==> config.mk <==
export PLATFORM = sky130hd
export DESIGN_NAME = polyunit_seq
export DESIGN_NICKNAME = d
export VERILOG_FILES = /design/src/rtl/polyunit_seq.sv
export SDC_FILE = /design/constraint.sdc
export NUM_CORES = 1
export LEC_CHECK = 0
export ABC_AREA = 1
export CAP_MARGIN = 25
export CORE_ASPECT_RATIO = 0.9
export CORE_MARGIN = 2
export CORE_UTILIZATION = 30
export DETAILED_ROUTE_END_ITERATION = 16
export PLACE_DENSITY = 0.77
export SLEW_MARGIN = 30
export SYNTH_ARGS = -nofsm -noshare
export SYNTH_HDL_FRONTEND = slang
export SYNTH_SLANG_ARGS = --single-unit
==> constraint.sdc <==
create_clock -name clk -period 1.3 [get_ports clk]
set_clock_uncertainty 0.1 [all_clocks]
set_input_delay 0.195 -clock clk [delete_from_list [all_inputs] [get_ports clk]]
set_output_delay 0.195 -clock clk [all_outputs]
set_load 0.05 [all_outputs]
==> src/rtl/polyunit_seq.sv <==
// polyunit_seq: sequencer and write-back controller for the polynomial
// butterfly unit. It walks the NTT RAM for load, NTT, INTT and bypass passes,
// issues a read strobe every STEPS cycles, and writes the butterfly result
// back PIPEDEPTH cycles after each strobe.
// Optional build macro POLYUNIT_SEQ_CYCLECNT_EN adds op_cycles, the busy
// cycle count of the last completed operation.
module polyunit_seq #(
    parameter int WID       = 12,
    parameter int LANES     = 4,
    parameter int ADDWID    = 5,
    parameter int STEPS     = 8,
    parameter int PIPEDEPTH = 16
) (
    input  logic                    clk,
    input  logic                    rst,
    input  logic [1:0]              mode,
    input  logic                    run,
    output logic                    busy,
    output logic                    done,
    input  logic                    in_valid,
    output logic                    in_ready,
    input  logic [WID*LANES-1:0]    data_in,
    input  logic [WID*LANES-1:0]    bf_out,
    output logic [ADDWID-1:0]       rom_addr,
    output logic [ADDWID-1:0]       ram_ra,
    output logic                    ram_re,
    output logic [ADDWID-1:0]       ram_wa,
    output logic                    ram_we,
    output logic [WID*LANES-1:0]    ram_wdi,
    output logic [1:0]              but_sel
`ifdef POLYUNIT_SEQ_CYCLECNT_EN
    ,
    output logic [31:0]             op_cycles
`endif
);

    localparam int DW = WID * LANES;
    // Step counter needs at least one bit even when STEPS is 1.
    localparam int SW = (STEPS > 1) ? $clog2(STEPS) : 1;
    localparam logic [ADDWID:0] LAST_WORD = (ADDWID + 1)'((1 << ADDWID) - 1);
    localparam logic [SW-1:0]   LAST_STEP = SW'(STEPS - 1);

    typedef enum logic [1:0] {
        S_IDLE  = 2'd0,
        S_LOAD  = 2'd1,
        S_READ  = 2'd2,
        S_DRAIN = 2'd3
    } state_t;

    state_t            state_reg;
    logic [ADDWID:0]   rcnt_reg;
    logic [ADDWID:0]   wcnt_reg;
    logic [SW-1:0]     step_reg;
    logic [1:0]        sel_reg;
    logic              done_reg;
    logic              pipe_reg [PIPEDEPTH];

    logic              load_accept;
    logic              read_strobe;
    logic              wb_write;
    logic              last_word;

    assign load_accept = (state_reg == S_LOAD) && in_valid;
    assign read_strobe = (state_reg == S_READ) && (step_reg == '0);
    // The pipe is empty outside READ/DRAIN; the state gate is belt and braces.
    assign wb_write    = ((state_reg == S_READ) || (state_reg == S_DRAIN)) &&
                         pipe_reg[PIPEDEPTH-1];
    assign last_word   = (wcnt_reg == LAST_WORD);

    assign busy     = (state_reg != S_IDLE);
    assign done     = done_reg;
    assign in_ready = (state_reg == S_LOAD);
    assign ram_re   = read_strobe;
    assign ram_ra   = rcnt_reg[ADDWID-1:0];
    assign rom_addr = rcnt_reg[ADDWID-1:0];
    assign ram_we   = load_accept | wb_write;
    assign ram_wa   = wcnt_reg[ADDWID-1:0];
    assign ram_wdi  = load_accept ? data_in : (wb_write ? bf_out : DW'(0));
    assign but_sel  = sel_reg;

    // First stage of the read-to-write delay line captures the read strobe.
    always_ff @(posedge clk) begin
        if (rst) pipe_reg[0] <= 1'b0;
        else     pipe_reg[0] <= read_strobe;
    end

    generate
        for (genvar gi = 1; gi < PIPEDEPTH; gi++) begin : g_pipe
            // Remaining stages shift the strobe towards the write tap.
            always_ff @(posedge clk) begin
                if (rst) pipe_reg[gi] <= 1'b0;
                else     pipe_reg[gi] <= pipe_reg[gi-1];
            end
        end
    endgenerate

    // Main FSM: mode latch, address/step counters, write-back count, done pulse.
    always_ff @(posedge clk) begin
        if (rst) begin
            state_reg <= S_IDLE;
            rcnt_reg  <= '0;
            wcnt_reg  <= '0;
            step_reg  <= '0;
            sel_reg   <= 2'd2;
            done_reg  <= 1'b0;
        end else begin
            done_reg <= 1'b0;
            case (state_reg)
                S_IDLE: begin
                    if (run) begin
                        rcnt_reg <= '0;
                        wcnt_reg <= '0;
                        step_reg <= '0;
                        case (mode)
                            2'd0: begin state_reg <= S_LOAD; sel_reg <= 2'd2; end
                            2'd1: begin state_reg <= S_READ; sel_reg <= 2'd0; end
                            2'd2: begin state_reg <= S_READ; sel_reg <= 2'd1; end
                            default: begin state_reg <= S_READ; sel_reg <= 2'd2; end
                        endcase
                    end
                end
                S_LOAD: begin
                    if (in_valid) begin
                        wcnt_reg <= wcnt_reg + 1'b1;
                        if (last_word) begin
                            state_reg <= S_IDLE;
                            done_reg  <= 1'b1;
                        end
                    end
                end
                S_READ: begin
                    if (step_reg == LAST_STEP) begin
                        step_reg <= '0;
                        rcnt_reg <= rcnt_reg + 1'b1;
                        if (rcnt_reg == LAST_WORD) state_reg <= S_DRAIN;
                    end else begin
                        step_reg <= step_reg + 1'b1;
                    end
                end
                default: ; // DRAIN: only write-back activity below
            endcase
            // Write-back completion overrides the READ/DRAIN progression so a
            // long STEPS window can still finish inside READ.
            if (wb_write) begin
                wcnt_reg <= wcnt_reg + 1'b1;
                if (last_word) begin
                    state_reg <= S_IDLE;
                    done_reg  <= 1'b1;
                    sel_reg   <= 2'd2;
                end
            end
        end
    end

`ifdef POLYUNIT_SEQ_CYCLECNT_EN
    logic [31:0] cyc_reg;
    logic [31:0] op_cycles_reg;
    logic        op_finish;

    assign op_finish = (load_accept | wb_write) && last_word;
    assign op_cycles = op_cycles_reg;

    // Busy-cycle counter; the total is published together with done.
    always_ff @(posedge clk) begin
        if (rst) begin
            cyc_reg       <= '0;
            op_cycles_reg <= '0;
        end else if (busy) begin
            if (op_finish) begin
                op_cycles_reg <= cyc_reg + 32'd1;
                cyc_reg       <= '0;
            end else begin
                cyc_reg <= cyc_reg + 32'd1;
            end
        end else begin
            cyc_reg <= '0;
        end
    end
`endif

endmodule

==> impl_metrics.csv, run 1 <==
group,metric,value,unit
clock_tree,htree_levels,2,
setup_path,r2r_start,"step_reg[1]",
layout,synthToLayoutAreaGrowth,163,%
power_and_ir_drop,irDropWorstVdd,0.663,mV
setup_path,worstSetupStartpointType,"register",
synth,yosysUniqueCellTypes,24,
timing,rsz0062_at_grt,"yes",
synth,synth-main-ff-cell,"dfxtp_1",
setup_path,r2r_cells,8,
layout,drive_gt1_share,44.3,%
placement,hpwl,7.73,mm
grt,first_global_vias,3052,
synth,synthAdderAreaFrac,4.00,%
timing,setup_violations,69,
synth,synth_compound_area_share,5.19,%
synth,yosysWarnings,0,
synth,muxShareOfSynthArea,0,%
synth,synth.top_cell.area_share,32.9,%
layout,diodes,0,
grt,use_met1,22.9,%
outcome,violations,"setup timing",
synth,synthArstFlopShare,0,%
layout,final_area,5770,sq um
placement,dpl_cell_area,5220,sq um
setup_path,arrival,1400,ps
floorplan,die_area,8010,sq um
timing,tightest_slew,256,ps
setup_path,crit_fanout,12,
synth,synthXorXnorAreaFrac,0,%
placement,port-buffer-count,171,
outcome,status,"finished, violations left",
timing,fmax,590,MHz
timing,hold_viol,0,
synth,synth_top_family_by_area,"simple AND/OR/NAND/NOR gates",
grt,grt_max_degree,34,
timing,tns,-20850,ps
synth,yosys.area_share.simple,42.4,%
drt,ant_nets,0,
layout,most-common-layout-cells,"clkdlybuf4s50_1, nand2_1, buf_12, nand2_4, nand2_2",
synth,yosysSeqAreaShare,32.9,%
power_and_ir_drop,power.total,3.16,mW
timing,setup_slack,-396,ps
clock_tree,cts_sinks,36,
clock_tree,cts_buffers,5,
timing,slew-limit-headroom,82.8,%
grt,grt-busiest-layer,"met2",
floorplan,coreArea,7080,sq um
synth,syn_area_per_cell,6.06,sq um
synth,synth_edf_count,0,
timing,period_share,130,%
setup_path,end_kind,"output port",
timing,final_max_slew_viol_count,0,
layout,n_fill_cell,443,
floorplan,die_y,85.1,um
grt,grt_pass1_wl,14.4,mm
floorplan,floorplan.initialDensity,31.0,%
drt,firstDrtPassIters,4,
drt,wl,10.3,mm
setup_path,worst-setup-path-type,"register to output port",
layout,largest_reg_flops,16,
hold_path,min_path_type,"register to register",
synth,yosysTopAreaCell,"dfxtp_1",
drt,dr_total_vias,3016,
drt,viasPerCell,4.59,
grt,antenna_found_initial,0,
synth,synthCells,362,
placement,gp_congestion,0.827,
drt,routedWlPerCell,15.6,um
grt,gr-total-overflow,0,
drt,dr.first_iter.drc_count,83,
grt,met2_usage,44.5,%
synth,netlist_area,2190,sq um
grt,grtUsageTotal,22.9,%
floorplan,num_rows,29,
synth,synth-seq-cells,36,
drt,drc,0,
timing,min_period,1700,ps
layout,final_core_util,81.5,%
floorplan,die_width,94.1,um
grt,grt_use_met3,6.39,%
hold_path,hp-start,"pipe_reg[0][4]",
layout,nets,672,
clock_tree,root_buffer,"clkbuf_8",
synth,yosys-top-cells-area,"dfxtp_1, nand2_1, inv_1",
hold_path,holdPathStages,2,
power_and_ir_drop,power_leakage,2.41,nW
clock_tree,cts_tree,"yes",
layout,final_common_cell,"clkdlybuf4s50_1",
hold_path,min_to,"pipe_reg[0][5]",
setup_path,rrSetupSlack,-210,ps
setup_path,crit_required,1000,ps
power_and_ir_drop,powerDensity,548,nW/um^2
synth,synth_nets,471,
clock_tree,cts.path.max_buffers,2,
clock_tree,clk_pin_slew,60,ps
run,cap_violations,0,
floorplan,ios,172,
clock_tree,clk_latency,290,ps
setup_path,reg2reg_to,"rcnt_reg[5]",
## logic make-up (layout without fill, tap and decap cells)
group / count (synthesis) / in the layout
flip-flops: 36 / 36
AO/OA/AOI/OAI: 21 / 21
AND/OR/NAND/NOR: 231 / 231
buffers and inverters: 67 / 269
adder cells (fa/ha/maj): 7 / 7
## per-stage QoR
stage	std cells	setup WS (ps)	hold slack (ps)
global placement	634	-337	289
CTS	649	-417	303
floorplan	362	-362	255
finish	657	-396	301
detailed placement	634	-372	294
global route	657	-453	320
## power breakdown
part | leakage [nW] | total, mW | switching [mW] | internal (mW)
combinational | 2.07 | 1.19 | 0.533 | 0.659
sequential | 0.294 | 1.16 | 0.0263 | 1.13
clock | 0.0455 | 0.807 | 0.375 | 0.432
total | 2.41 | 3.16 | 0.934 | 2.23
## repair_timing
action	in CTS	in global routing
gates cloned	2	4
setup endpoints to repair	71	76
setup buffers	5	8
endpoints found under the hold margin	0	0
gates resized for setup	45	51
hold buffers	0	0
pin swaps	8	7
## per-layer routing
| layer | share of wire (%) | wire length [um] |
|---|---|---|
| met5 | 0 | 0 |
| met4 | 3.5 | 354 |
| met3 | 6.8 | 700 |
| met2 | 55 | 5620 |
| met1 | 35 | 3580 |
## final cells by class
type / instances / area [sq um] / area share (%)
Clock buffer: 8 / 90.1 / 1.56
Inverter: 40 / 180 / 3.12
Multi-Input combinational cell: 259 / 1710 / 29.6
Sequential cell: 36 / 729 / 12.6
Tap cell: 93 / 116 / 2.02
Timing Repair Buffer: 221 / 2940 / 51.0
## worst max-delay path, cell delays in order (launching register included)
cell and delay (ps):
dfxtp_4 360, nor2_4 140, nand2_4 90, clkinv_8 90
buf_12 130, nand2_1 90, nand2_4 80, buf_12 130
## how the worst max path moves through the flow
stage / start / endpoint / slack, ps / cells past startpoint
finish: state_reg[1] / ram_wdi[43] / -400 / 7
global route: state_reg[0] / ram_wdi[43] / -450 / 8
CTS: state_reg[0] / ram_wdi[3] / -420 / 8
detailed placement: in_valid / ram_wdi[23] / -370 / 7
global placement: in_valid / ram_wdi[4] / -340 / 7
floorplan: state_reg[0] / ram_wdi[28] / -360 / 8
## Yosys cell counts (3+ instances only)
master   count
ha_1         7
buf_2        5
nand2_1    174
nand3_1      6
nor3_1       8
inv_2        5
buf_4       16
buf_6        3
inv_1       35
nor2_1      35
dfxtp_1     36
a21oi_1     14
o21ai_0      4
No activity file was read; power rests on OpenSTA's default activity.
==> run 2, diff against run 1 <==
Settings changed: CAP_MARGIN 25 to 15.
==> results of run 2 <==
Same layout as run 1: the final DEF is identical, and so are final timing and power.
